[config.mk]
export PLATFORM = sky130hd
export DESIGN_NAME = cardinal_nic_flat
export DESIGN_NICKNAME = d
export VERILOG_FILES = /design/src/rtl/cardinal_nic_if.sv /design/src/rtl/cardinal_nic.sv /design/src/flat_wrapper.sv
export SDC_FILE = /design/constraint.sdc
export NUM_CORES = 1
export LEC_CHECK = 0
export CAP_MARGIN = 5
export CORE_ASPECT_RATIO = 1.75
export CORE_MARGIN = 2
export CORE_UTILIZATION = 36
export DETAILED_ROUTE_END_ITERATION = 10
export PLACE_DENSITY = 0.76
export SYNTH_ARGS = -nofsm -noshare
export SYNTH_HDL_FRONTEND = slang
export SYNTH_SLANG_ARGS = --single-unit
[constraint.sdc]
create_clock -name clk -period 1.59 [get_ports clk]
set_clock_uncertainty 0.15 [all_clocks]
set_input_delay 0.318 -clock clk [delete_from_list [all_inputs] [get_ports clk]]
set_output_delay 0.318 -clock clk [all_outputs]
set_load 0.05 [all_outputs]
[src/rtl/cardinal_nic_if.sv]
// cardinal_nic_if
// Purpose: bundles the processor register-file access signals and the
// router local-port handshake signals of the cardinal NIC.
// Ports (as interface signals):
//   nic_addr, d_in, nicEn, nicWrEn  processor -> NIC register access
//   d_out                           NIC -> processor read data
//   net_si, net_di                  router -> NIC input channel
//   net_ri                          NIC input channel ready
//   net_so, net_do                  NIC -> router output channel
//   net_ro, net_polarity            router ready and current VC phase
// Modports:
//   slave  - the NIC itself
//   master - the processor/router environment driving the NIC
interface cardinal_nic_if #(
  parameter int DATA_WIDTH = 64,
  parameter int ADDR_WIDTH = 3
);
  logic [0:ADDR_WIDTH-1] nic_addr;
  logic [0:DATA_WIDTH-1] d_in;
  logic [0:DATA_WIDTH-1] d_out;
  logic                  nicEn;
  logic                  nicWrEn;
  logic                  net_si;
  logic                  net_ri;
  logic [0:DATA_WIDTH-1] net_di;
  logic                  net_so;
  logic                  net_ro;
  logic [0:DATA_WIDTH-1] net_do;
  logic                  net_polarity;

  modport slave (
    input  nic_addr, d_in, nicEn, nicWrEn,
    input  net_si, net_di, net_ro, net_polarity,
    output d_out, net_ri, net_so, net_do
  );

  modport master (
    output nic_addr, d_in, nicEn, nicWrEn,
    output net_si, net_di, net_ro, net_polarity,
    input  d_out, net_ri, net_so, net_do
  );
endinterface

[src/rtl/cardinal_nic.sv]
// cardinal_nic
// Purpose: network interface between the cardinal processor and one router
// local port. Holds a single-entry input buffer (router -> processor) and a
// single-entry output buffer (processor -> router), each with a full flag.
// The processor sees them as a small register file:
//   0 input buffer (read, draining), 1 input status, 2 output buffer (write),
//   3 output status, 4-7 reserved (read 0, writes ignored).
// Ports:
//   clk    rising-edge clock
//   reset  asynchronous, active-low clear of all state
//   nic    cardinal_nic_if.slave bundle (processor access + router handshake)
// Packets and data use big-endian [0:DATA_WIDTH-1] numbering; VC_BIT selects
// the virtual-channel bit inside an outgoing packet.
module cardinal_nic #(
  parameter int DATA_WIDTH = 64,
  parameter int ADDR_WIDTH = 3,
  parameter int VC_BIT     = 0
) (
  input logic          clk,
  input logic          reset,
  cardinal_nic_if.slave nic
);

  localparam logic [0:ADDR_WIDTH-1] ADDR_IN_BUF  = ADDR_WIDTH'(0);
  localparam logic [0:ADDR_WIDTH-1] ADDR_IN_STS  = ADDR_WIDTH'(1);
  localparam logic [0:ADDR_WIDTH-1] ADDR_OUT_BUF = ADDR_WIDTH'(2);
  localparam logic [0:ADDR_WIDTH-1] ADDR_OUT_STS = ADDR_WIDTH'(3);

  logic [0:DATA_WIDTH-1] in_buf;
  logic                  in_full;
  logic [0:DATA_WIDTH-1] out_buf;
  logic                  out_full;

  logic rd_en;
  logic wr_en;
  logic in_fill;
  logic in_drain;
  logic out_load;
  logic out_inject;

  assign rd_en = nic.nicEn & ~nic.nicWrEn;
  assign wr_en = nic.nicEn &  nic.nicWrEn;

  // A full input buffer refuses new packets, so fill and drain never coincide.
  assign in_fill  = nic.net_si & ~in_full;
  assign in_drain = rd_en & (nic.nic_addr == ADDR_IN_BUF) & in_full;

  // The packet may only leave on the VC the router is not forwarding right now.
  assign out_load   = wr_en & (nic.nic_addr == ADDR_OUT_BUF) & ~out_full;
  assign out_inject = out_full & nic.net_ro & (out_buf[VC_BIT] == ~nic.net_polarity);

  // Input channel: capture on fill, release the flag when the processor
  // reads the buffer; the data itself is kept so later reads see it stale.
  always_ff @(posedge clk or negedge reset) begin
    if (!reset) begin
      in_buf  <= '0;
      in_full <= 1'b0;
    end else if (in_fill) begin
      in_buf  <= nic.net_di;
      in_full <= 1'b1;
    end else if (in_drain) begin
      in_full <= 1'b0;
    end
  end

  // Output channel: a write only lands when the buffer was empty at the
  // start of the cycle, so a write racing an injection is dropped.
  always_ff @(posedge clk or negedge reset) begin
    if (!reset) begin
      out_buf  <= '0;
      out_full <= 1'b0;
    end else if (out_load) begin
      out_buf  <= nic.d_in;
      out_full <= 1'b1;
    end else if (out_inject) begin
      out_full <= 1'b0;
    end
  end

  // Combinational register-file read; status flags sit in the LSB.
  always_comb begin
    nic.d_out = '0;
    if (rd_en) begin
      case (nic.nic_addr)
        ADDR_IN_BUF:  nic.d_out = in_buf;
        ADDR_IN_STS:  nic.d_out[DATA_WIDTH-1] = in_full;
        ADDR_OUT_STS: nic.d_out[DATA_WIDTH-1] = out_full;
        default:      nic.d_out = '0;
      endcase
    end
  end

  assign nic.net_ri = ~in_full;
  assign nic.net_so = out_inject;
  assign nic.net_do = out_buf;

endmodule

[src/flat_wrapper.sv]
// flat-port wrapper written by rule: the top's interface ports become plain ports
module cardinal_nic_flat 
#(
  parameter int DATA_WIDTH = 64,
  parameter int ADDR_WIDTH = 3,
  parameter int VC_BIT     = 0
)
  (clk, reset, nic_nic_addr, nic_d_in, nic_nicEn, nic_nicWrEn, nic_net_si, nic_net_di, nic_net_ro, nic_net_polarity, nic_d_out, nic_net_ri, nic_net_so, nic_net_do);
  cardinal_nic_if #(.DATA_WIDTH(DATA_WIDTH), .ADDR_WIDTH(ADDR_WIDTH)) nic_i ();
  input logic clk;
  input logic reset;
  input wire logic [$bits(nic_i.nic_addr)-1:0] nic_nic_addr;
  input wire logic [$bits(nic_i.d_in)-1:0] nic_d_in;
  input wire logic [$bits(nic_i.nicEn)-1:0] nic_nicEn;
  input wire logic [$bits(nic_i.nicWrEn)-1:0] nic_nicWrEn;
  input wire logic [$bits(nic_i.net_si)-1:0] nic_net_si;
  input wire logic [$bits(nic_i.net_di)-1:0] nic_net_di;
  input wire logic [$bits(nic_i.net_ro)-1:0] nic_net_ro;
  input wire logic [$bits(nic_i.net_polarity)-1:0] nic_net_polarity;
  output wire logic [$bits(nic_i.d_out)-1:0] nic_d_out;
  output wire logic [$bits(nic_i.net_ri)-1:0] nic_net_ri;
  output wire logic [$bits(nic_i.net_so)-1:0] nic_net_so;
  output wire logic [$bits(nic_i.net_do)-1:0] nic_net_do;
  assign nic_i.nic_addr = nic_nic_addr;
  assign nic_i.d_in = nic_d_in;
  assign nic_i.nicEn = nic_nicEn;
  assign nic_i.nicWrEn = nic_nicWrEn;
  assign nic_i.net_si = nic_net_si;
  assign nic_i.net_di = nic_net_di;
  assign nic_i.net_ro = nic_net_ro;
  assign nic_i.net_polarity = nic_net_polarity;
  assign nic_d_out = nic_i.d_out;
  assign nic_net_ri = nic_i.net_ri;
  assign nic_net_so = nic_i.net_so;
  assign nic_net_do = nic_i.net_do;
  cardinal_nic #(.DATA_WIDTH(DATA_WIDTH), .ADDR_WIDTH(ADDR_WIDTH), .VC_BIT(VC_BIT)) u_core (.clk(clk), .reset(reset), .nic(nic_i));
endmodule
# [Word-level counts from Yosys, hierarchy flattened]
# Cells that the tools add are included.
[word_totals] input_bits=138 output_inout_bits=130 ff_bits=130 elab_cells=31
[classes] n_mux=7 reduce_logical=3 n_bitwise=13 eq_ne=4
[op_table] cell="$mux W64" n=1
[op_table] cell="$mux W63" n=1
[op_table] cell="$and A1 B1 Y1" n=9
[op_table] cell="$eq A3 B2 Y1 const B" n=2
[op_table] cell="$mux W1" n=4
[op_table] cell="$not A1 Y1" n=4
[op_table] cell="$reduce_bool A2 Y1" n=2
[op_table] cell="$eq A3 B1 Y1 const B" n=1
[op_table] cell="$logic_not A3 Y1" n=1
[op_table] cell="$pmux W1 S3" n=1
[op_table] cell="$eq A1 B1 Y1" n=1

# [Logic depth before layout (Yosys ltp)]
[logic_depth] ltp_word=6 ltp_mapped=5

# [Least setup slack after synthesis]
# Ideal clock, no wire load.
[synth_timing] kind="input port to output port" from="in nic_nic_addr[2]" to="out nic_d_out[0]" n_path_buf=0 stages=2 arrival_time_ns=2.935 setup_slack_ns=-1.813 path_cell_list="nand2b_4 -> a2111oi_0"
[synth_via] elab_chain_cells=3
[synth_lines] element="from (decl)" line_no="flat_wrapper.sv:12" source="input wire logic [$bits(nic_i.nic_addr)-1:0] nic_nic_addr;"
[synth_lines] element="$eq A3 B2 Y1, or another cell as far along" line_no="cardinal_nic.sv:84" source="case (nic.nic_addr)"
[synth_lines] element="$pmux W1 S3 (*)" line_no="cardinal_nic.sv:84"
[synth_lines] element="$mux W64 (*)" line_no="cardinal_nic.sv:83" source="if (rd_en) begin"
[synth_lines] element="to (decl)" line_no="flat_wrapper.sv:20" source="output wire logic [$bits(nic_i.d_out)-1:0] nic_d_out;"
# Every way passes the cells marked *; elsewhere a longest branch is shown, timed or not.

# [Worst setup path in the final report]
[layout_timing] from="reg u_core.out_full" to="out nic_d_out[0]"
[layout_via] elab_chain_cells=2
[layout_lines] element="from (decl)" line_no="cardinal_nic.sv:32" source="logic out_full;"
[layout_lines] element="from (signal assigned)" line_no="cardinal_nic.sv:71" source="out_full <= 1'b0;"
[layout_lines] element="from (signal assigned)" line_no="cardinal_nic.sv:74" source="out_full <= 1'b1;"
[layout_lines] element="from (signal assigned)" line_no="cardinal_nic.sv:76" source="out_full <= 1'b0;"
[layout_lines] element="$pmux W1 S3" line_no="cardinal_nic.sv:84"
[layout_lines] element="$mux W64" line_no="cardinal_nic.sv:83"
# Every way passes these cells.

==> results list <==
- Run status: finished with violations
* Failing checks: negative setup slack
- Peak clock frequency supported by timing: 0.499 GHz
- Yosys mapped the design onto 20 distinct sky130hd cell types.
* Number of I/O pins: 268
- The total overflow left after global routing is 0.
- Routed via count: 4,240
- Tot GR Track Use: between 20% and 30%
- Post-synth EDFFs: 0
- For this configuration, the core starts out at a cell density of 36.9%.
- Synthesis produced a netlist whose cell count is 356.
* Antenna Violating Nets Remaining: 0
* Final Slew Violations: 0
* Vias in the first global route: 5,089
- The final hold violation count was 0.
- Routed wire length: 20.8 mm
* Cell Area, Synth: 0.00534 sq mm
- A synthesized cell averages 15.0 sq um.
* Final-report setup violation count: 130
- Crit path cell chain: buf_6, nand2_4, a2111oi_4, buf_12
- Stages on worst setup path: 4
- Worst setup path category: reg2out
* Worst path required time: roughly 1.1 ns
- Clock input transition at the sequential cells of the worst setup and hold paths: about 0.07 ns
- Most frequent cell after synthesis: sky130_fd_sc_hd__dfrtp_1
- Final clock period utilization by the worst path: 126%
- Post-route standard cell area excluding fillers: 0.0113 sq mm
* Final weighted congestion in routability-driven placement: ~0.79
- Counting along the longest clock path gives a buffer depth of 2.
- The worst setup path is launched from a register.
* Final #Nets: 815
- The die is 165 um tall.
- Transition at the pin with the smallest max-transition slack: 0.398 ns
- Count of standard-cell rows: 58
* Cell taking the most area after synthesis: sky130_fd_sc_hd__dfrtp_1
- In the final routed layout, each cell accounts on average for 23.9 um.
- Most frequent cells after synthesis: 130 x sky130_fd_sc_hd__dfrtp_1, 79 x sky130_fd_sc_hd__mux2_2, 63 x sky130_fd_sc_hd__and2_1, 49 x sky130_fd_sc_hd__mux2_1, 8 x sky130_fd_sc_hd__buf_2
- The share of the Yosys chip area taken by registers is 61.0%.
- Counting the buffers created by CTS gives 17.
- The worst hold path belongs to the class in2async.
- Total number of yosys warnings: 0
- Via density per instance: a little under 5
- Synthesis produced a netlist with a net count of 494.
* Critical Path End Type: output port
* Leakage Power: approximately 4.9 nW
* Antenna violations before repair: 2
- Entering global routing, the biggest net connects 40 pins.
- Detailed-placement wirelength estimate: 12.2 mm
- Worst path top cell family by delay: flip-flops
* Synth async-reset ratio: 100%
* Power after layout: 18.4 mW
* First-pass detailed-route iteration total: 4
- Delay of the slowest cell on the worst path: 0.41 ns
* Setup WS post-layout: -0.412 ns
- For this design the ratio of total power to cell area is 1620 mW/mm^2.
* Max H-tree Level: 4
- Top cells by area in the synthesized netlist: sky130_fd_sc_hd__dfrtp_1 61%, sky130_fd_sc_hd__mux2_2 17%, sky130_fd_sc_hd__mux2_1 10%, sky130_fd_sc_hd__and2_1 7.4%, sky130_fd_sc_hd__buf_6 1.1%
- After detailed placement, the total cell area comes to 0.00973 sq mm.
- The number of buffers and inverters on the critical path is 2.
- RSZ-0062 raised after global routing: yes
- FF-to-FF path depth: 7
* Input/output buffers: 267
* Ys flop type: sky130_fd_sc_hd__dfrtp_1
* Number of design rule violations left after detail routing: 0
- Data arrives at the worst endpoint at roughly 1.5 ns.
- Of all nets on the critical path, the largest fanout is 3.
- CTS tree: built
- Initial detailed-routing violation count: 143
- Post-layout min period: 2.00 ns
- Max-slew headroom: 73.5%
* Sinks on Clock Net: 130
* Post-synthesis to final-layout area growth: 112%
* Max-cap check violation count: 0
- Clock latency of the later-clocked register in the worst-skew pair: around 0.41 ns
- Summed over its instances, the top area cell type makes up 61.0% of the synthesized netlist area.
- Synthesis inferred 130 register bits.
- Clock root buffer: sky130_fd_sc_hd__clkbuf_16
- Worst IR Drop VDD: 1320 uV
* CP max-delay cell: sky130_fd_sc_hd__dfrtp_1
* Die boundary width: 96.0 um
- Wire length of the first global-routing pass: between 20 and 30 mm
* Placeable core area: 0.0144 sq mm
- Setup total negative slack on the finished layout was measured at -39.50 ns.
* Die Footprint: 0.0158 sq mm
* Fill count: about 800
- Share of post-route cells with drive strength above 1: 61.4%
layout make-up:
cell class                 instances  area (sq um)  area share (%)
tap                              180           225            1.99
inverter                           2          7.51          0.0664
timing repair buffer             322          4870            43.0
sequential                       130          3260            28.8
antenna                            1          2.50          0.0221
multi-input combinational        204          2410            21.3
clock buffer                      19           443            3.92
clock inverter                    13           104           0.918
where the power goes:
group          internal, mW  switching, mW
combinational          4.74           3.87
sequential             4.80           1.29
clock                  2.06           1.60
total                  11.6           6.77
cells in the final DEF (no fill, tap or decap), types with 2 or more instances in the layout:
cell type and instances:
sky130_fd_sc_hd__dfrtp_2 2, sky130_fd_sc_hd__clkdlybuf4s50_1 131, sky130_fd_sc_hd__o21bai_1 2, sky130_fd_sc_hd__buf_6 13
sky130_fd_sc_hd__clkinvlp_4 5, sky130_fd_sc_hd__dfrtp_1 128, sky130_fd_sc_hd__clkinv_4 3, sky130_fd_sc_hd__nor4_4 2
sky130_fd_sc_hd__buf_8 3, sky130_fd_sc_hd__inv_6 4, sky130_fd_sc_hd__mux2_2 64, sky130_fd_sc_hd__clkbuf_16 18
sky130_fd_sc_hd__buf_12 145, sky130_fd_sc_hd__mux2_4 64, sky130_fd_sc_hd__and2_4 63, sky130_fd_sc_hd__buf_4 16
sky130_fd_sc_hd__buf_16 11
state kept, by name (all words and copies together), names as in the netlist:
| name | flops |
|---|---|
| u_core.in_buf | 64 |
| u_core.nic.net_do | 64 |
| u_core.in_full | 1 |
| u_core.out_full | 1 |
cells by family (layout without fill, tap and decap cells):
family,count (synthesis),after routing,synth area share (%)
flops,130,130,61.0
mux,128,128,27.0
simple gates,71,71,8.72
buf+inv,22,356,2.51
compound gates,4,4,0.610
xor+xnor,1,1,0.164
other cells,0,1,0
worst reg2reg max path: cells and delay by family, from the launching register on:
| family | cells | cell delay [ns] |
|---|---|---|
| buf+inv | 5 | 0.69 |
| flops | 1 | 0.42 |
| mux | 1 | 0.31 |
| simple gates | 1 | 0.26 |
per-layer routing:
layer | share of wire (%) | GRT usage, % | wire length, um | vias to the layer above
met5 | 0.058 | 0 | 12 | -
met4 | 5.4 | 14.2 | 1120 | 2
met3 | 6.9 | 8.21 | 1430 | 65
met2 | 57 | 49.0 | 11800 | 207
met1 | 31 | 25.7 | 6430 | 2095
li1 | - | - | - | 1871
path summary, 6_finish.rpt:
path	start	to	slack [ns]
setup / recovery	u_core.out_full$_DFFE_PN0P_	nic_d_out[0]	-0.41
hold / removal	reset	u_core.nic.net_do[10]$_DFFE_PN0P_	0.21
setup reg to reg	u_core.out_full$_DFFE_PN0P_	u_core.nic.net_do[45]$_DFFE_PN0P_	-0.36
hold reg to reg	u_core.in_buf[23]$_DFFE_PN0P_	u_core.in_buf[23]$_DFFE_PN0P_	0.36
max in group asynchronous	reset	u_core.nic.net_do[61]$_DFFE_PN0P_	0.52
min in group clk	u_core.in_buf[23]$_DFFE_PN0P_	u_core.in_buf[23]$_DFFE_PN0P_	0.36
stage by stage:
stage	instances	util (%)	setup WS, ns	hold slack (ns)
2_1_floorplan	356	-	-0.180	-0.128
3_3_place_gp	798	67.4	-0.682	0.111
3_5_place_dp	798	67.4	-0.733	0.119
4_1_cts	866	77.9	-0.473	0.230
5_1_grt	871	78.3	-0.481	0.229
6_report	871	78.3	-0.412	0.207
repair_timing:
| item | CTS | global route |
|---|---|---|
| resized for setup | 174 | 17 |
| hold buffers | 1 | 0 |
| buffers inserted | 22 | 6 |
| pin swaps | 53 | 11 |
| gates cloned | 14 | 1 |
| setup endpoints to repair | 130 | 132 |
| hold endpoints to repair | 36 | 0 |
(Power assumes the default switching activity.)
